==> config.mk <==
export PLATFORM = sky130hd
export DESIGN_NAME = mem_bus_ctrl
export DESIGN_NICKNAME = d
export VERILOG_FILES = /design/src/rtl/mem_bus_ctrl.sv
export SDC_FILE = /design/constraint.sdc
export NUM_CORES = 1
export LEC_CHECK = 0
export ABC_CLOCK_PERIOD_IN_PS = 4900
export BUFFER_PORTS_ARGS = -buffer_cell sky130_fd_sc_hd__buf_2
export CAP_MARGIN = 10
export CORE_AREA = 2 2 118 120
export CTS_CLUSTER_SIZE = 24
export DETAILED_ROUTE_END_ITERATION = 8
export DIE_AREA = 0 0 120 122
export PLACE_DENSITY = 0.78
export RECOVER_POWER = 25
export SYNTH_ARGS = -nofsm -noshare
export SYNTH_HDL_FRONTEND = slang
export SYNTH_SLANG_ARGS = --single-unit
==> constraint.sdc <==
create_clock -name clk -period 4.9 [get_ports clk]
set_input_delay 0.245 -clock clk [delete_from_list [all_inputs] [get_ports clk]]
set_output_delay 0.245 -clock clk [all_outputs]
set_load 0.01 [all_outputs]
==> src/rtl/mem_bus_ctrl.sv <==
// Multi-cycle memory access controller: async SRAM sequencing plus a req/ack peripheral port.
// Optional peripheral ack timeout is enabled by defining MEM_CTRL_TIMEOUT_EN.
module mem_bus_ctrl #(
    parameter int WAIT_CYCLES    = 2,
    parameter int TIMEOUT_CYCLES = 255
) (
    input  logic        clk,
    input  logic        rst,
    input  logic        req_i,
    input  logic        we_i,
    input  logic [3:0]  sel_i,
    input  logic [31:0] wdata_i,
    input  logic        hold_i,
    input  logic [31:0] addr_i,
    input  logic        tlb_hit_i,
    input  logic        sram_ce_i,
    input  logic        flash_ce_i,
    input  logic        rom_ce_i,
    input  logic        serial_ce_i,
    output logic        stall_o,
    output logic        done_o,
    output logic [31:0] rdata_o,
    output logic        tlb_miss_o,
    output logic        bus_err_o,
    output logic [19:0] sram_addr_o,
    output logic [31:0] sram_wdata_o,
    input  logic [31:0] sram_rdata_i,
    output logic        sram_dout_en_o,
    output logic        sram_ce_n_o,
    output logic        sram_oe_n_o,
    output logic        sram_we_n_o,
    output logic [3:0]  sram_be_n_o,
    output logic        periph_req_o,
    output logic [1:0]  periph_sel_o,
    output logic        periph_we_o,
    output logic [31:0] periph_addr_o,
    output logic [31:0] periph_wdata_o,
    input  logic        periph_ack_i,
    input  logic [31:0] periph_rdata_i
);

    // state    | meaning
    // IDLE     | waiting for an accepted request
    // RD_WAIT  | SRAM read, ce_n/oe_n low for WAIT_CYCLES cycles
    // WR_SETUP | SRAM write, data driven, we_n still high
    // WR_PULSE | SRAM write, we_n low for WAIT_CYCLES cycles
    // WR_HOLD  | SRAM write, we_n high, data still driven
    // PERIPH   | peripheral request outstanding
    // DONE     | one-cycle completion, stall released
    typedef enum logic [2:0] {
        IDLE     = 3'd0,
        RD_WAIT  = 3'd1,
        WR_SETUP = 3'd2,
        WR_PULSE = 3'd3,
        WR_HOLD  = 3'd4,
        PERIPH   = 3'd5,
        DONE     = 3'd6
    } state_t;

    localparam logic [3:0] WAIT_LOAD = 4'(WAIT_CYCLES - 1);

    if (WAIT_CYCLES < 1 || WAIT_CYCLES > 15) begin : g_bad_wait
        $error("mem_bus_ctrl: WAIT_CYCLES must be 1..15");
    end
    if (TIMEOUT_CYCLES < 1) begin : g_bad_timeout
        $error("mem_bus_ctrl: TIMEOUT_CYCLES must be >= 1");
    end

    state_t      state;
    state_t      state_next;
    logic        accept;
    logic        load_rdata;
    logic [31:0] rdata_next;
    logic        we_q;
    logic        miss_q;
    logic [31:0] addr_q;
    logic [31:0] wdata_q;
    logic [1:0]  psel_q;
    logic [19:0] sram_addr_q;
    logic [3:0]  be_n_q;
    logic [31:0] rdata_q;
    logic [3:0]  wait_cnt;
    logic [1:0]  psel_dec;

`ifdef MEM_CTRL_TIMEOUT_EN
    localparam int TMO_W = ($clog2(TIMEOUT_CYCLES) < 8) ? 8 : $clog2(TIMEOUT_CYCLES);
    localparam logic [TMO_W-1:0] TMO_LOAD = TMO_W'(TIMEOUT_CYCLES - 1);
    logic [TMO_W-1:0] tmo_cnt;
    logic             set_err;
    logic             err_q;
`endif

    assign accept = (state == IDLE) && req_i && !hold_i;

    always_comb begin
        psel_dec = 2'd0;
        if (serial_ce_i) begin
            psel_dec = 2'd0;
        end else if (flash_ce_i) begin
            psel_dec = 2'd1;
        end else if (rom_ce_i) begin
            psel_dec = 2'd2;
        end
    end

    always_comb begin
        state_next = state;
        load_rdata = 1'b0;
        rdata_next = rdata_q;
`ifdef MEM_CTRL_TIMEOUT_EN
        set_err    = 1'b0;
`endif
        case (state)
            IDLE: begin
                if (accept) begin
                    if (!tlb_hit_i) begin
                        state_next = DONE;
                    end else if (serial_ce_i || flash_ce_i || rom_ce_i) begin
                        state_next = PERIPH;
                    end else if (sram_ce_i) begin
                        state_next = we_i ? WR_SETUP : RD_WAIT;
                    end else begin
                        // Unmapped hit: complete quietly, loads return zero.
                        state_next = DONE;
                        if (!we_i) begin
                            load_rdata = 1'b1;
                            rdata_next = 32'h0;
                        end
                    end
                end
            end
            RD_WAIT: begin
                if (wait_cnt == 4'd0) begin
                    state_next = DONE;
                    load_rdata = 1'b1;
                    rdata_next = sram_rdata_i;
                end
            end
            WR_SETUP: state_next = WR_PULSE;
            WR_PULSE: begin
                if (wait_cnt == 4'd0) begin
                    state_next = WR_HOLD;
                end
            end
            WR_HOLD: state_next = DONE;
            PERIPH: begin
                if (periph_ack_i) begin
                    state_next = DONE;
                    if (!we_q) begin
                        load_rdata = 1'b1;
                        rdata_next = periph_rdata_i;
                    end
`ifdef MEM_CTRL_TIMEOUT_EN
                end else if (tmo_cnt == '0) begin
                    state_next = DONE;
                    set_err    = 1'b1;
                    load_rdata = 1'b1;
                    rdata_next = 32'h0;
`endif
                end
            end
            DONE:    state_next = IDLE;
            default: state_next = IDLE;
        endcase
    end

    always_ff @(posedge clk) begin
        if (rst) begin
            state       <= IDLE;
            we_q        <= 1'b0;
            miss_q      <= 1'b0;
            addr_q      <= 32'h0;
            wdata_q     <= 32'h0;
            psel_q      <= 2'd0;
            sram_addr_q <= 20'h0;
            be_n_q      <= 4'hF;
            rdata_q     <= 32'h0;
            wait_cnt    <= 4'd0;
        end else begin
            state <= state_next;
            if (accept) begin
                we_q        <= we_i;
                miss_q      <= !tlb_hit_i;
                addr_q      <= addr_i;
                wdata_q     <= wdata_i;
                psel_q      <= psel_dec;
                sram_addr_q <= addr_i[21:2];
                be_n_q      <= ~sel_i;
            end
            if (load_rdata) begin
                rdata_q <= rdata_next;
            end
            // Preloaded outside the timed states so each timed state starts at terminal-1.
            if (state == RD_WAIT || state == WR_PULSE) begin
                if (wait_cnt != 4'd0) begin
                    wait_cnt <= wait_cnt - 4'd1;
                end
            end else begin
                wait_cnt <= WAIT_LOAD;
            end
        end
    end

`ifdef MEM_CTRL_TIMEOUT_EN
    always_ff @(posedge clk) begin
        if (rst) begin
            tmo_cnt <= '0;
            err_q   <= 1'b0;
        end else begin
            if (state == PERIPH) begin
                if (tmo_cnt != '0) begin
                    tmo_cnt <= tmo_cnt - 1'b1;
                end
            end else begin
                tmo_cnt <= TMO_LOAD;
            end
            if (accept) begin
                err_q <= 1'b0;
            end else if (set_err) begin
                err_q <= 1'b1;
            end
        end
    end

    assign bus_err_o = (state == DONE) && err_q;
`else
    assign bus_err_o = 1'b0;
`endif

    // Strobes decode from state and are forced inactive by rst without waiting for the edge.
    always_comb begin
        stall_o        = 1'b0;
        sram_ce_n_o    = 1'b1;
        sram_oe_n_o    = 1'b1;
        sram_we_n_o    = 1'b1;
        sram_dout_en_o = 1'b0;
        periph_req_o   = 1'b0;
        if (!rst) begin
            stall_o = accept || (state != IDLE && state != DONE);
            case (state)
                RD_WAIT: begin
                    sram_ce_n_o = 1'b0;
                    sram_oe_n_o = 1'b0;
                end
                WR_SETUP, WR_HOLD: begin
                    sram_ce_n_o    = 1'b0;
                    sram_dout_en_o = 1'b1;
                end
                WR_PULSE: begin
                    sram_ce_n_o    = 1'b0;
                    sram_we_n_o    = 1'b0;
                    sram_dout_en_o = 1'b1;
                end
                PERIPH:  periph_req_o = 1'b1;
                default: ;
            endcase
        end
    end

    assign done_o         = (state == DONE);
    assign tlb_miss_o     = (state == DONE) && miss_q;
    assign rdata_o        = rdata_q;
    assign sram_addr_o    = sram_addr_q;
    assign sram_be_n_o    = be_n_q;
    assign sram_wdata_o   = wdata_q;
    assign periph_sel_o   = psel_q;
    assign periph_we_o    = we_q;
    assign periph_addr_o  = addr_q;
    assign periph_wdata_o = wdata_q;

endmodule

==> metrics.txt, run 1 <==
# TYPE chip_impl_metric gauge
chip_impl_metric{name="crit_fanout",unit=""} 48
chip_impl_metric{name="syn-num-nets",unit=""} 759
chip_impl_metric{name="floorplan.initialDensity",unit=""} 0.3836
chip_impl_metric{name="clockPowerShare",unit=""} 0.287
chip_impl_metric{name="floorplan_row_count",unit=""} 43
chip_impl_metric{name="core-area",unit="µm²"} 13500
chip_impl_metric{name="die_w",unit="µm"} 120
chip_impl_metric{name="die_area",unit="µm²"} 14640
chip_impl_metric{name="power.ir.vdd_worst",unit="mV"} 0.1550
chip_impl_metric{name="worstMarginPinSlew",unit="ns"} 1.012
chip_impl_metric{name="critical_path_buffer_and_inverter_count",unit=""} 2
chip_impl_info{name="setup.worst_path.start_class",value="flip-flop"} 1
chip_impl_metric{name="slowest_delay",unit="ns"} 1.00
chip_impl_metric{name="ctsHtreeMaxLevel",unit=""} 3
chip_impl_metric{name="powerDensity",unit="nW/µm²"} 367.0
chip_impl_metric{name="finalHoldWorstSlack",unit="ns"} 0.1294
chip_impl_metric{name="power.static_leakage",unit="µW"} 0.002807
chip_impl_metric{name="global_route.overflow_total",unit=""} 0
chip_impl_metric{name="share_comb_of_total_power",unit=""} 0.264
chip_impl_metric{name="cap_violations",unit=""} 0
chip_impl_metric{name="relSlewSlack",unit=""} 0.3256
chip_impl_info{name="ys_dominant_reg_cell",value="sky130_fd_sc_hd__dfxtp_1"} 1
chip_impl_metric{name="antenna_cells_inserted",unit=""} 0
chip_impl_metric{name="synth.yosys.seq_area_share",unit=""} 0.4290
chip_impl_metric{name="synth_enable_flop_cells",unit=""} 0
chip_impl_metric{name="postCtsResizedCells",unit=""} 0
chip_impl_metric{name="cts_inserted_buffers",unit=""} 9
chip_impl_metric{name="drt-vias-per-instance",unit=""} 4.645
chip_impl_metric{name="area.growth.synth_to_final",unit="%"} 26.59
chip_impl_metric{name="report.final.slew_viol_count",unit=""} 0
chip_impl_metric{name="clkSinkCount",unit=""} 111
chip_impl_metric{name="post_cts_buffers",unit=""} 0
chip_impl_metric{name="synth-async-reset-ratio",unit=""} 0
chip_impl_metric{name="report.final.setup_viol",unit=""} 0
chip_impl_info{name="outcome",value="complete, no violations"} 1
chip_impl_metric{name="yosys.cell_types.count",unit=""} 38
chip_impl_metric{name="detailedPlacementHpwl",unit="µm"} 9605
chip_impl_metric{name="drt_drc_violations_left",unit=""} 0
chip_impl_metric{name="final.setup.tns",unit="ns"} 0
chip_impl_metric{name="yosys_register_bits",unit=""} 111
chip_impl_metric{name="max-clock-path-buffers",unit=""} 2
chip_impl_metric{name="grt_pass1_wl",unit="µm"} 20020
chip_impl_metric{name="grt_start_max_net_pins",unit=""} 70
chip_impl_info{name="path_cells",value="inv_1 > nand3_2 > buf_4 > nor2_1 > a211o_1"} 1
chip_impl_metric{name="drtPass1Iterations",unit=""} 4
chip_impl_info{name="synthTopCellsByArea",value="sky130_fd_sc_hd__dfxtp_1, sky130_fd_sc_hd__nand2_1, sky130_fd_sc_hd__buf_4"} 1
chip_impl_metric{name="totalWireLength",unit="µm"} 13090
chip_impl_metric{name="worst_skew_pair.late_latency",unit="ns"} 0.35
chip_impl_info{name="critical_path.endpoint_type",value="flip-flop"} 1
chip_impl_metric{name="internal_portion_of_total_power",unit="µW"} 1630
chip_impl_metric{name="placedInstanceArea",unit="µm²"} 6360
chip_impl_metric{name="sequentialPowerShare",unit=""} 0.448
chip_impl_metric{name="synth_area_per_cell",unit="µm²"} 8.423
chip_impl_metric{name="period_needed",unit="ns"} 2.922
chip_impl_metric{name="yosys_warnings",unit=""} 0
chip_impl_metric{name="route.vias.total",unit=""} 4761
chip_impl_metric{name="place_congestion",unit=""} 0.7670
chip_impl_metric{name="netlist.area_leader.share",unit=""} 0.4290
chip_impl_info{name="critical_path.slowest_cell",value="sky130_fd_sc_hd__dfxtp_2"} 1
chip_impl_metric{name="final_design_area_no_fill",unit="µm²"} 6558
chip_impl_metric{name="synthesis.area",unit="µm²"} 5180
chip_impl_info{name="post-synth-top-area-cell",value="sky130_fd_sc_hd__dfxtp_1"} 1
chip_impl_metric{name="grt_usage",unit=""} 0.1709
chip_impl_metric{name="worst_clock_skew",unit="ns"} 0.006785
chip_impl_info{name="rsz0062_at_grt",value="no"} 1
chip_impl_metric{name="cts.reportedPaths.clkPinSlew",unit="ns"} 0.07
chip_impl_info{name="root_buffer",value="sky130_fd_sc_hd__clkbuf_16"} 1
chip_impl_metric{name="finalHoldViolations",unit=""} 0
chip_impl_info{name="hold_path_class",value="in2reg"} 1
chip_impl_metric{name="min_period_over_period",unit=""} 0.5962
chip_impl_metric{name="antenna_found_initial",unit=""} 0
chip_impl_metric{name="drive_gt1_frac",unit=""} 0.3503
chip_impl_metric{name="ioPinCount",unit=""} 307
chip_impl_metric{name="nets",unit=""} 985
chip_impl_info{name="cts_tree",value="done"} 1
chip_impl_metric{name="cts-hold-fix-buffers",unit=""} 0
chip_impl_metric{name="switching_power_share_of_the_total",unit=""} 0.3227
chip_impl_metric{name="port_buffers",unit=""} 305
chip_impl_metric{name="critical_path_arrival",unit="ns"} 3.15
chip_impl_metric{name="routedWlPerCell",unit="µm"} 12.77
chip_impl_metric{name="power.switching",unit="µW"} 776.7
chip_impl_metric{name="postSynthCellCount",unit=""} 615
chip_impl_metric{name="grt_pass1_vias",unit=""} 4134
chip_impl_metric{name="cp_data_required_time",unit="ns"} 5.13
chip_impl_info{name="crit_path_category",value="reg2reg"} 1
chip_impl_metric{name="highest_achievable_clock_rate",unit="MHz"} 342.3
chip_impl_metric{name="die_h",unit="µm"} 122
chip_impl_info{name="critPathTopFamily",value="flip-flops"} 1
chip_impl_metric{name="drt-initial-drc-count",unit=""} 231
chip_impl_metric{name="ant_nets",unit=""} 0
## power by group through the flow
stage	Clock [µW]	Sequential (µW)	Combinational (µW)
6_report	692	1080	636
3_3_place_gp	0	1090	650
5_1_grt	758	1090	707
3_5_place_dp	0	1100	652
2_1_floorplan	0	1080	506
4_1_cts	718	1080	655
## cells in the mapped netlist, drive strengths merged, types with 2 or more instances
| cell | instances |
|---|---|
| a211oi | 3 |
| dfxtp | 111 |
| nor3 | 5 |
| or3 | 2 |
| a31oi | 3 |
| clkbuf | 24 |
| nand3 | 5 |
| nand2 | 170 |
| buf | 71 |
| a211o | 4 |
| nand2b | 37 |
| nor2b | 4 |
| nand3b | 3 |
| nor2 | 17 |
| mux2i | 32 |
| mux2 | 32 |
| a21oi | 72 |
| inv | 3 |
| o2bb2ai | 2 |
| o21ai | 4 |
## kinds of logic (layout without fill, tap and decap cells)
| group | after synthesis | count (layout) | share of synthesized area |
|---|---|---|---|
| flops | 111 | 111 | 0.4290 |
| other cells | 1 | 1 | 0.0007239 |
| buf+inv | 98 | 328 | 0.1229 |
| fa+ha+maj | 1 | 1 | 0.002415 |
| xor+xnor | 1 | 1 | 0.001691 |
| compound gates | 94 | 94 | 0.1070 |
| simple gates | 245 | 245 | 0.2048 |
| mux | 64 | 64 | 0.1314 |
## final timing paths
| path | start | to | slack (ns) | cells after the start |
|---|---|---|---|---|
| min reg2reg | periph_sel_o[0]$_SDFFE_PP0P_ | periph_sel_o[0]$_SDFFE_PP0P_ | 0.45 | 2 |
| min | wdata_i[3] | periph_wdata_o[3]$_SDFFE_PP0P_ | 0.13 | 3 |
| max | state[2]$_SDFFE_PP0P_ | sram_be_n_o[2]$_SDFFE_PP1P_ | 1.98 | 5 |
| max reg2reg | state[2]$_SDFFE_PP0P_ | sram_be_n_o[2]$_SDFFE_PP1P_ | 1.98 | 5 |
## sequential cells by signal, summed over array words and instances (netlist names)
register / flops
periph_addr_o: 32
periph_wdata_o: 32
rdata_o: 32
sram_be_n_o: 4
wait_cnt: 4
state: 3
periph_sel_o: 2
miss_q: 1
periph_we_o: 1
## routing by layer
layer,wire length [µm],track usage,vias up,part of all wire
met2,6468,0.2972,203,0.49
li1,-,-,2410,-
met3,1064,0.04775,11,0.081
met5,0,0,-,0
met4,157,0.05735,0,0.012
met1,5400,0.2028,2137,0.41
## metrics by stage
stage               total power [µW]  std cells    util  setup WS (ns)
CTS                             2451       1025  0.4919          1.942
global placement                1744       1010  0.4710          1.990
global route                    2558       1025  0.4856          1.680
detailed placement              1751       1010  0.4710          1.951
finish                          2407       1025  0.4856          1.978
floorplan                       1581        615       -          3.140
## area by class of cell
cell class                      instances  area [µm²]
Tap cell                              180       225.2
Clock inverter                          5       43.79
Fill cell                            1361        6947
Clock buffer                           10       239.0
Sequential cell                       111        2223
Multi-Input combinational cell        406        2333
Inverter                                3       11.26
Timing Repair Buffer                  310        1481
## worst reg2reg max path, stage by stage, from the launching register on
cell and delay (ns):
sky130_fd_sc_hd__dfxtp_2 1.00, sky130_fd_sc_hd__inv_1 0.36, sky130_fd_sc_hd__nand3_2 0.57, sky130_fd_sc_hd__buf_4 0.52, sky130_fd_sc_hd__nor2_1 0.09, sky130_fd_sc_hd__a211o_1 0.27
## cells in the final DEF (no fill, tap or decap), types with 2 or more instances in the layout
cell and instances:
sky130_fd_sc_hd__a211o_1 4, sky130_fd_sc_hd__a211oi_1 3, sky130_fd_sc_hd__a21oi_1 72, sky130_fd_sc_hd__a31oi_1 3, sky130_fd_sc_hd__buf_2 236, sky130_fd_sc_hd__buf_4 6, sky130_fd_sc_hd__clkbuf_1 68, sky130_fd_sc_hd__clkbuf_16 9
sky130_fd_sc_hd__clkinv_4 4, sky130_fd_sc_hd__dfxtp_1 110, sky130_fd_sc_hd__inv_1 3, sky130_fd_sc_hd__mux2_2 32, sky130_fd_sc_hd__mux2i_1 32, sky130_fd_sc_hd__nand2_1 170, sky130_fd_sc_hd__nand2b_1 37, sky130_fd_sc_hd__nand3_1 4
sky130_fd_sc_hd__nand3b_1 3, sky130_fd_sc_hd__nor2_1 16, sky130_fd_sc_hd__nor2b_1 3, sky130_fd_sc_hd__nor3_1 5, sky130_fd_sc_hd__o21ai_0 3, sky130_fd_sc_hd__or3_1 2
Note: power is estimated with default switching activity, not from simulation.
==> inputs of run 2 (changes only) <==
ABC_CLOCK_PERIOD_IN_PS = 2350   (was 4900)
CORE_AREA = 2 2 121 123   (was 2 2 118 120)
DIE_AREA = 0 0 123 125   (was 0 0 120 122)
PLACE_DENSITY = 0.77   (was 0.78)
clock period = 2.35 ns   (was 4.9 ns; I/O delays follow)
==> run 2 against run 1 <==
Effect of this change: clock power grew 130%; total power grew 120%; cell count grew 5.3%; first-iteration DRC count grew 2.6%; non-clock buffer count grew 50; design area grew 8.4%; critical path depth grew 1; register-to-register slack lost 1.6 ns; setup slack lost 1.7 ns; sequential power grew 100%; flip-flop and latch count is the same.
==> metrics.txt, run 2 (same netlist as run 1, synthesis figures left out) <==
# TYPE chip_impl_metric gauge
chip_impl_metric{name="ctsHtreeMaxLevel",unit=""} 3
chip_impl_metric{name="place.detailed.instances",unit=""} 1023
chip_impl_info{name="most_frequent_standard_cell_in_the_layout_excluding_fill_and_tap_cells",value="sky130_fd_sc_hd__buf_2"} 1
chip_impl_metric{name="cts-hold-fix-buffers",unit=""} 39
chip_impl_metric{name="drt-initial-drc-count",unit=""} 237
chip_impl_metric{name="detailedPlacementHpwl",unit="µm"} 10230
chip_impl_metric{name="min_period_over_period",unit=""} 0.8619
chip_impl_metric{name="cts_inserted_buffers",unit=""} 9
chip_impl_info{name="commonest_non_fill_non_tap_cells_in_the_layout",value="sky130_fd_sc_hd__buf_2, sky130_fd_sc_hd__nand2_1, sky130_fd_sc_hd__dfxtp_1, sky130_fd_sc_hd__a21oi_1, sky130_fd_sc_hd__clkbuf_1"} 1
chip_impl_metric{name="cp_data_required_time",unit="ns"} 2.23
chip_impl_metric{name="worstHoldPathCells",unit=""} 3
chip_impl_metric{name="layout.cells.non_filler",unit=""} 1079
chip_impl_metric{name="sequentialPowerShare",unit=""} 0.410
chip_impl_info{name="worst_setup_path_startpoint",value="state[2]$_SDFFE_PP0P_"} 1
chip_impl_metric{name="report.final.slew_viol_count",unit=""} 0
chip_impl_metric{name="period_needed",unit="ns"} 2.025
chip_impl_metric{name="powerDensity",unit="nW/µm²"} 749.3
chip_impl_info{name="reg2reg_capture_point",value="rdata_o[4]$_SDFFE_PP0P_"} 1
chip_impl_info{name="hp-start",value="wdata_i[25]"} 1
chip_impl_metric{name="drt-vias-per-instance",unit=""} 4.649
chip_impl_metric{name="report.final.setup_viol",unit=""} 0
chip_impl_metric{name="power.switching",unit="µW"} 1627
chip_impl_metric{name="area.growth.synth_to_final",unit="%"} 37.22
chip_impl_metric{name="worst_clock_skew",unit="ns"} 0.007411
chip_impl_metric{name="internal_portion_of_total_power",unit="µW"} 3700
chip_impl_metric{name="post_cts_buffers",unit=""} 0
chip_impl_metric{name="ant_nets",unit=""} 0
chip_impl_metric{name="die_w",unit="µm"} 123
chip_impl_metric{name="antenna_cells_inserted",unit=""} 0
chip_impl_metric{name="grt_pass1_wl",unit="µm"} 21850
chip_impl_metric{name="power.ir.vdd_worst",unit="mV"} 0.4238
chip_impl_info{name="crit_path_category",value="reg2out"} 1
chip_impl_metric{name="die_area",unit="µm²"} 15380
chip_impl_metric{name="drt_drc_violations_left",unit=""} 0
chip_impl_metric{name="floorplan.initialDensity",unit=""} 0.3647
chip_impl_metric{name="setup.reg_to_reg.worst_slack",unit="ns"} 0.40
chip_impl_metric{name="die_h",unit="µm"} 125
chip_impl_metric{name="finalHoldWorstSlack",unit="ns"} 0.01040
chip_impl_metric{name="clockPowerShare",unit=""} 0.302
chip_impl_metric{name="grt_usage",unit=""} 0.1793
chip_impl_metric{name="cts.reportedPaths.clkPinSlew",unit="ns"} 0.07
chip_impl_metric{name="switching_power_share_of_the_total",unit=""} 0.3054
chip_impl_metric{name="antenna_found_initial",unit=""} 0
chip_impl_info{name="setup.worst_path.start_class",value="flip-flop"} 1
chip_impl_metric{name="max-clock-path-buffers",unit=""} 2
chip_impl_info{name="cts_tree",value="done"} 1
chip_impl_info{name="root_buffer",value="sky130_fd_sc_hd__clkbuf_16"} 1
chip_impl_metric{name="reg2regPathDepth",unit=""} 7
chip_impl_metric{name="postCtsResizedCells",unit=""} 0
chip_impl_metric{name="relSlewSlack",unit=""} 0.6409
chip_impl_metric{name="floorplan_row_count",unit=""} 44
chip_impl_info{name="holdPathEnd",value="periph_wdata_o[25]$_SDFFE_PP0P_"} 1
chip_impl_info{name="worst_r2r_startpoint",value="wait_cnt[0]$_SDFFE_PP0P_"} 1
chip_impl_metric{name="route.vias.total",unit=""} 5016
chip_impl_metric{name="share_comb_of_total_power",unit=""} 0.287
chip_impl_metric{name="highest_achievable_clock_rate",unit="MHz"} 493.7
chip_impl_metric{name="finalHoldViolations",unit=""} 0
chip_impl_metric{name="drtPass1Iterations",unit=""} 4
chip_impl_info{name="critical_path.endpoint_type",value="output port"} 1
chip_impl_info{name="outcome",value="complete, no violations"} 1
chip_impl_metric{name="grt_pass1_vias",unit=""} 4562
chip_impl_metric{name="core-area",unit="µm²"} 14200
chip_impl_info{name="rsz0062_at_grt",value="no"} 1
chip_impl_metric{name="nets",unit=""} 1035
chip_impl_metric{name="global_route.overflow_total",unit=""} 0
chip_impl_metric{name="drive_gt1_frac",unit=""} 0.3397
chip_impl_metric{name="power.static_leakage",unit="µW"} 0.003054
chip_impl_metric{name="port_buffers",unit=""} 305
chip_impl_metric{name="post-route-util",unit=""} 0.5004
chip_impl_metric{name="ioPinCount",unit=""} 307
chip_impl_metric{name="worst_skew_pair.late_latency",unit="ns"} 0.34
chip_impl_metric{name="critical_path_arrival",unit="ns"} 1.91
chip_impl_info{name="hold_path_class",value="in2reg"} 1
chip_impl_metric{name="worstMarginPinSlew",unit="ns"} 0.5386
chip_impl_metric{name="place_congestion",unit=""} 0.7817
chip_impl_metric{name="totalWireLength",unit="µm"} 14590
chip_impl_metric{name="final.setup.tns",unit="ns"} 0
chip_impl_metric{name="routedWlPerCell",unit="µm"} 13.52
chip_impl_metric{name="grt_start_max_net_pins",unit=""} 61
chip_impl_metric{name="cap_violations",unit=""} 0
chip_impl_metric{name="clkSinkCount",unit=""} 111
chip_impl_metric{name="crit_fanout",unit=""} 36
==> run 2: cell types whose count changed in the layout (fill, tap and decap cells not counted) <==
| cell | before | now |
|---|---|---|
| sky130_fd_sc_hd__dlygate4sd3_1 | 0 | 41 |
| sky130_fd_sc_hd__buf_4 | 6 | 12 |
| sky130_fd_sc_hd__clkinv_4 | 4 | 0 |
| sky130_fd_sc_hd__buf_12 | 0 | 3 |
| sky130_fd_sc_hd__bufinv_16 | 0 | 2 |
| sky130_fd_sc_hd__clkinv_2 | 0 | 2 |
| sky130_fd_sc_hd__clkbuf_1 | 68 | 69 |
| sky130_fd_sc_hd__inv_6 | 1 | 0 |
==> run 2: power by group through the flow <==
stage          Clock, µW  Combinational [µW]  Sequential [µW]
6_report            1610                1530             2190
5_1_grt             1740                1690             2210
4_1_cts             1660                1560             2180
3_5_place_dp           0                1500             2230
3_3_place_gp           0                1490             2220
2_1_floorplan          0                1050             2240
==> run 2: cell type report <==
| type | instances | area (µm²) |
|---|---|---|
| clock inverters | 4 | 70.07 |
| fillers | 1409 | 7096 |
| flip-flops and latches | 111 | 2223 |
| repair buffers | 360 | 1997 |
| inverters | 3 | 11.26 |
| multi-input cells | 406 | 2333 |
| clock buffers | 11 | 242.7 |
| well taps | 184 | 230.2 |
==> run 2: critical path: stages, from the launching register on <==
cell,delay (ns)
sky130_fd_sc_hd__dfxtp_2,0.47
sky130_fd_sc_hd__buf_4,0.45
sky130_fd_sc_hd__nand2b_1,0.19
sky130_fd_sc_hd__nor2_1,0.18
sky130_fd_sc_hd__a21oi_1,0.06
sky130_fd_sc_hd__nor2_1,0.09
sky130_fd_sc_hd__buf_2,0.14
==> run 2: stage by stage <==
step	area [µm²]	setup slack, ns	power (µW)
after floorplan	5180	0.5895	3296
after global placement	6470	0.4819	3703
after detailed placement	6470	0.3924	3726
after CTS	7173	0.2993	5403
after global routing	7108	0.1157	5636
final	7108	0.3245	5326
==> run 2: worst max-delay path by stage <==
stage | depth (start not counted) | end
6_report | 6 | sram_dout_en_o
3_5_place_dp | 7 | rdata_o[4]$_SDFFE_PP0P_
2_1_floorplan | 8 | rdata_o[0]$_SDFFE_PP0P_
4_1_cts | 6 | sram_dout_en_o
5_1_grt | 6 | sram_dout_en_o
3_3_place_gp | 7 | rdata_o[7]$_SDFFE_PP0P_
==> run 2: routing by layer <==
layer / vias to the layer above / part of all wire / global-route usage
li1: 2510 / - / -
met1: 2266 / 0.41 / 0.2004
met2: 225 / 0.50 / 0.3204
met3: 15 / 0.077 / 0.04699
met4: 0 / 0.015 / 0.06952
met5: - / 0 / 0
